[src/rtl/score_counter.sv]
// ---------------------------------------------------------------------------
// score_counter
//
// Purpose:
//   Game score keeper for the Dino Run top level. While the game is running,
//   the score advances by one point every FRAMES_PER_POINT frame pulses.
//   The score is held as four BCD digits with a ripple carry, and it
//   saturates at 9999. The digit enables implement leading-zero blanking.
//   After game over, the whole display blinks with a half-period of
//   BLINK_FRAMES frames.
//
// Optional feature:
//   Define SCORE_HISCORE_EN to add a four-digit BCD high-score register.
//   This register is updated on every RUN -> OVER transition. While
//   show_hi_i is high outside RUN, the display shows the high score.
//
// Parameters:
//   FRAMES_PER_POINT  frame pulses per score increment (1..255)
//   BLINK_FRAMES      frame pulses per blink half-period in OVER (1..255)
//
// Ports:
//   clk_25_175_i       pixel clock; all state changes on its rising edge
//   rst_ni             synchronous, active-low reset
//   frame_i            one-cycle pulse at the start of each VGA frame
//   run_i              game in progress (level)
//   clear_i            one-cycle pulse: new game, zero the score
//   show_hi_i          show the high score (only with SCORE_HISCORE_EN)
//   digitN_o           BCD value of digit N (0 = ones ... 3 = thousands)
//   digitN_en_o        enable for digit N (blanking and blink applied)
//   over_o             high while in the OVER state
// ---------------------------------------------------------------------------
module score_counter #(
  parameter int unsigned FRAMES_PER_POINT = 6,
  parameter int unsigned BLINK_FRAMES     = 30
) (
  input  logic       clk_25_175_i,
  input  logic       rst_ni,
  input  logic       frame_i,
  input  logic       run_i,
  input  logic       clear_i,
  input  logic       show_hi_i,
  output logic       digit0_en_o,
  output logic [3:0] digit0_o,
  output logic       digit1_en_o,
  output logic [3:0] digit1_o,
  output logic       digit2_en_o,
  output logic [3:0] digit2_o,
  output logic       digit3_en_o,
  output logic [3:0] digit3_o,
  output logic       over_o
);

  typedef enum logic [1:0] {
    IDLE = 2'd0,
    RUN  = 2'd1,
    OVER = 2'd2
  } state_t;

  localparam logic [7:0]  DIV_LAST   = 8'(FRAMES_PER_POINT - 1);
  localparam logic [7:0]  BLINK_LAST = 8'(BLINK_FRAMES - 1);
  localparam logic [15:0] SCORE_MAX  = 16'h9999;

  state_t      state;
  logic [15:0] score;
  logic [7:0]  div_cnt;
  logic [7:0]  blink_cnt;
  logic        blink_on;
  logic [15:0] shown;
  logic        lit;

`ifdef SCORE_HISCORE_EN
  logic [15:0] hi_score;
`endif

  // Add one to a packed 4-digit BCD value.
  // Each digit that is already 9 wraps to 0 and passes the carry upward.
  // The caller handles saturation at 9999.
  function automatic logic [15:0] bcd_inc(input logic [15:0] v);
    logic [15:0] r;
    logic        carry;
    r     = v;
    carry = 1'b1;
    for (int i = 0; i < 4; i++) begin
      if (carry) begin
        if (v[i*4 +: 4] == 4'd9) begin
          r[i*4 +: 4] = 4'd0;
        end else begin
          r[i*4 +: 4] = v[i*4 +: 4] + 4'd1;
          carry       = 1'b0;
        end
      end
    end
    return r;
  endfunction

  // Game FSM, frame divider, score and blink state.
  // clear_i overrides every state.
  // When the score is saturated, the divider keeps cycling.
  // Only the increment itself is dropped.
  always_ff @(posedge clk_25_175_i) begin
    if (!rst_ni) begin
      state     <= IDLE;
      score     <= '0;
      div_cnt   <= '0;
      blink_cnt <= '0;
      blink_on  <= 1'b1;
`ifdef SCORE_HISCORE_EN
      hi_score  <= '0;
`endif
    end else if (clear_i) begin
      state     <= RUN;
      score     <= '0;
      div_cnt   <= '0;
      blink_cnt <= '0;
      blink_on  <= 1'b1;
    end else begin
      case (state)
        IDLE: begin
        end
        RUN: begin
          if (!run_i) begin
            // Game over takes precedence over a frame pulse in the same cycle.
            state     <= OVER;
            blink_cnt <= '0;
            blink_on  <= 1'b1;
`ifdef SCORE_HISCORE_EN
            // Plain unsigned compare of packed BCD orders digits MSD first.
            if (score > hi_score) begin
              hi_score <= score;
            end
`endif
          end else if (frame_i) begin
            if (div_cnt == DIV_LAST) begin
              div_cnt <= '0;
              if (score != SCORE_MAX) begin
                score <= bcd_inc(score);
              end
            end else begin
              div_cnt <= div_cnt + 8'd1;
            end
          end
        end
        OVER: begin
          if (frame_i) begin
            if (blink_cnt == BLINK_LAST) begin
              blink_cnt <= '0;
              blink_on  <= ~blink_on;
            end else begin
              blink_cnt <= blink_cnt + 8'd1;
            end
          end
        end
        default: begin
          state <= IDLE;
        end
      endcase
    end
  end

  // Select which value is displayed.
  // With the high-score option, show_hi_i is honoured only outside RUN.
`ifdef SCORE_HISCORE_EN
  assign shown = (show_hi_i && (state != RUN)) ? hi_score : score;
`else
  logic unused_show_hi;
  assign unused_show_hi = show_hi_i;
  assign shown          = score;
`endif

  // The blink phase can only be off in OVER.
  // It is qualified by the state here so that other states are never dark.
  assign lit = (state != OVER) || blink_on;

  assign digit0_o = shown[3:0];
  assign digit1_o = shown[7:4];
  assign digit2_o = shown[11:8];
  assign digit3_o = shown[15:12];

  // Leading-zero blanking: a digit is lit if it or any higher digit is nonzero.
  assign digit3_en_o = lit && (shown[15:12] != 4'd0);
  assign digit2_en_o = lit && (shown[15:8]  != 8'd0);
  assign digit1_en_o = lit && (shown[15:4]  != 12'd0);
  assign digit0_en_o = lit;

  assign over_o = (state == OVER);

endmodule

[config.mk]
export PLATFORM = sky130hd
export DESIGN_NAME = score_counter
export DESIGN_NICKNAME = d
export VERILOG_FILES = /design/src/rtl/score_counter.sv
export SDC_FILE = /design/constraint.sdc
export NUM_CORES = 1
export LEC_CHECK = 0
export CORE_MARGIN = 2
export CORE_UTILIZATION = 30
export DETAILED_ROUTE_END_ITERATION = 8
export GPL_TIMING_DRIVEN = 0
export HOLD_SLACK_MARGIN = 0.05
export PLACE_DENSITY_LB_ADDON = 0.3
export REMOVE_ABC_BUFFERS = 1
export SYNTH_ARGS = -nofsm -noshare
export SYNTH_HDL_FRONTEND = slang
export SYNTH_SLANG_ARGS = --single-unit
[constraint.sdc]
create_clock -name clk_25_175_i -period 3.05 [get_ports clk_25_175_i]
set_input_delay 0.4575 -clock clk_25_175_i [delete_from_list [all_inputs] [get_ports clk_25_175_i]]
set_output_delay 0.4575 -clock clk_25_175_i [all_outputs]
set_load 0.005 [all_outputs]
==> qor.csv <==
metric,value,unit
skew final,0.00379,ns
"Clk pin slew, worst setup/hold paths",0.07,ns
Core Rows,28,
Final ANT Viol Nets,0,
CTS H-tree depth,2,
DIE AREA,6790,um^2
kind of critical path,reg -> out,
Internal,626,uW
vias in the first global route,1451,
Vias/cell,4.88,
first-pass GRT wire length,6590,um
Netlist cell types,46,
clock tree root buffer cell,clkbuf_8,
Max stage delay on crit path,0.46,ns
crit-path cells,nor2b_1 -> nor2b_1 -> nor2_1 -> clkdlybuf4s50_1,
FMAX,0.393,GHz
RSZ-0062 raised after global routing,false,
"Area growth, synth to finish",20.9,%
Post-synth EDFFs,0,
Post-Syn Instances,218,
number of max-cap violations,0,
share of layout cells above drive strength 1,0.0738,
final setup vio count,0,
Hold Path Origin,blink_cnt[7],
TritonRoute pass-1 iters,4,
period utilization,0.833,
antenna violations before repair,0,
WP data arrival,2.08,ns
Worst Path Buf+Inv,1,
register area share after synthesis,0.380,
1st-iter DRT viols,89,
DRC viols,0,
largest net degree at the start of global routing,21,
Die H,82.4,um
worst relative slew slack,0.415,
hold crit path type,reg -> reg,
Die Wd,82.4,um
nets@finish,253,
antenna cells,0,
CP max stage cell,clkdlybuf4s50_1,
Hold Crit Depth,1,
CTS tree,built,
core area,5920,um^2
switching power,191,uW
clock sinks,35,
grt ovf,0,
switching share of power,0.234,
"Slew Viols, Final",0,
clk_lat worst skew,0.29,ns
"most used cell, CP",nor2b_1,
Avg WL per Cell,12.2,um
postcts setup bufs,0,
initial core utilization,0.312,
post-DP HPWL,2700,um
CP Data Required Time,2.59,ns
Reg-to-Reg End,score[15],
Reg power frac,0.562,
outcome,finished clean,
Leak,0.798,nW
worst r2r src,state[1],
vias,1558,
global placement routability congestion,0.784,
share of total power in combinational logic,0.036,
# resized after CTS,0,
crit-path max FO,7,
worst slew pin tran,0.877,ns
register bit total from synthesis,35,
cell area after synthesis,1850,um^2
Final min period,2.54,ns
Hold EP,blink_cnt[7],
clock group share of total power,0.402,
# IOs,27,
final WL,3900,um
CP endpoint kind,primary output,
Tot GR Track Use,0.127,
Yosys Warn Count,0,
depth of the most critical reg-to-reg path,5,
I/O Buffers,25,
setup_tns,0,ns
TritonCTS Buffers,5,
"CP delay by family, top",simple AND/OR/NAND/NOR gates,
Power Total,818,uW
CTS Buffer Depth,2,
pwr dens,366,nW/um^2
hold buffers post-CTS,0,
Final Hold Fails,0,
Filler cells,619,
Async SR Flop Fraction,0,
Post-synth top flop,dfxtp_1,
Worst IR Drop VDD,218,uV
r2r setup slk,1.12,ns
Post-Syn Area per Cell,8.47,um^2
Startpoint Class,flop,
stage by stage:
step	instance area (um^2)	hold WS [ns]	instances	worst slack [ns]	utilization
floorplan	1800	0.439	211	1.29	-
global placement	2150	0.463	311	0.457	0.363
detailed placement	2150	0.475	311	0.452	0.363
CTS	2230	0.485	319	0.446	0.377
global route	2230	0.495	319	0.271	0.377
finish	2230	0.487	319	0.508	0.377
cells in the final DEF (no fill, tap or decap), drive strengths merged, types with 2 or more instances in the layout:
cell type | Yosys | routed
xor2 | 12 | 12
o21ai | 5 | 5
and3 | 8 | 8
clkinv | 0 | 3
a21oi | 15 | 15
nand3 | 9 | 9
xnor2 | 3 | 3
nand4 | 5 | 5
clkdlybuf4s50 | 0 | 25
or3 | 3 | 3
nor3 | 4 | 4
nor2b | 7 | 7
o31ai | 2 | 2
a22o | 2 | 2
nor4 | 2 | 2
nor3b | 5 | 5
o211ai | 3 | 3
dfxtp | 35 | 35
mux2i | 4 | 4
nor2 | 36 | 36
a31oi | 6 | 6
nand2 | 14 | 14
and4b | 2 | 2
nand2b | 3 | 3
o2111ai | 2 | 2
inv | 8 | 8
clkbuf | 3 | 5
ha | 4 | 4
registers in the layout (all words and copies together) (netlist names):
register,count
state,2
blink_cnt,8
score,16
blink_on,1
div_cnt,8
cell type report:
| class | instances | area (um^2) | area share |
|---|---|---|---|
| clock buffers | 5 | 68.8 | 0.0308 |
| clock inverters | 3 | 15.0 | 0.00673 |
| inverters | 8 | 30.0 | 0.0135 |
| multi-input cells | 168 | 1070 | 0.481 |
| flip-flops and latches | 35 | 701 | 0.314 |
| well taps | 75 | 93.8 | 0.0421 |
| repair buffers | 25 | 250 | 0.112 |
worst max-delay path by stage:
stage,start,endpoint,slack (ns),cells after the start
after global routing,state[1],digit1_en_o,0.27,4
after detailed placement,frame_i,score[15],0.45,6
after floorplan,frame_i,score[15],1.29,5
final,state[1],digit2_en_o,0.51,4
after CTS,state[1],digit3_en_o,0.45,4
after global placement,frame_i,score[15],0.46,6
power groups by stage:
stage               clock, mW  sequential, mW  combinational, mW
floorplan                   0           0.470             0.0172
global placement            0           0.470             0.0301
detailed placement          0           0.470             0.0302
CTS                     0.346           0.459             0.0304
global route            0.357           0.459             0.0335
finish                  0.329           0.459             0.0296
routing by layer:
layer	track usage	wire length [um]
met5	0	0
met1	0.172	2000
met2	0.190	1680
met4	0.0600	81
met3	0.0293	137
worst register-to-register path, delay by kind of cell (launching register included):
kind | cells | cell delay, ns
compound gates | 2 | 0.31
flops | 1 | 0.33
simple gates | 3 | 1.18
cell usage after synthesis, types with 2 or more instances:
| master | instances | area share |
|---|---|---|
| xor2_1 | 12 | 0.057 |
| mux2i_1 | 4 | 0.022 |
| and4b_1 | 2 | 0.011 |
| or3_1 | 3 | 0.010 |
| nor3_1 | 3 | 0.0081 |
| a31oi_1 | 6 | 0.020 |
| a22o_1 | 2 | 0.0095 |
| nand3_1 | 9 | 0.024 |
| nand2b_1 | 3 | 0.010 |
| and3_1 | 8 | 0.027 |
| nor2_1 | 35 | 0.071 |
| nor3b_1 | 3 | 0.012 |
| buf_4 | 2 | 0.0081 |
| a21oi_1 | 13 | 0.035 |
| nor2b_1 | 7 | 0.024 |
| nor3b_2 | 2 | 0.014 |
| nand2_1 | 14 | 0.028 |
| nor4_1 | 2 | 0.0068 |
| dfxtp_1 | 35 | 0.38 |
| nand4_1 | 5 | 0.017 |
| o21ai_0 | 5 | 0.014 |
| a21oi_2 | 2 | 0.0095 |
| o31ai_1 | 2 | 0.0081 |
| o2111ai_1 | 2 | 0.0095 |
| o211ai_2 | 2 | 0.014 |
| xnor2_1 | 3 | 0.014 |
| inv_1 | 8 | 0.016 |
| clkbuf_1 | 3 | 0.0061 |
| ha_1 | 4 | 0.027 |
logic make-up after synthesis:
| kind of cell | count (synthesis) | share of synthesized area |
|---|---|---|
| AND/OR/NAND/NOR | 105 | 0.314 |
| AO/OA/AOI/OAI | 40 | 0.147 |
| flip-flops | 35 | 0.380 |
| XOR/XNOR | 15 | 0.0712 |
| buffers and inverters | 15 | 0.0393 |
| multiplexers | 4 | 0.0217 |
| adder cells (fa/ha/maj) | 4 | 0.0271 |
(Power assumes the default switching activity.)
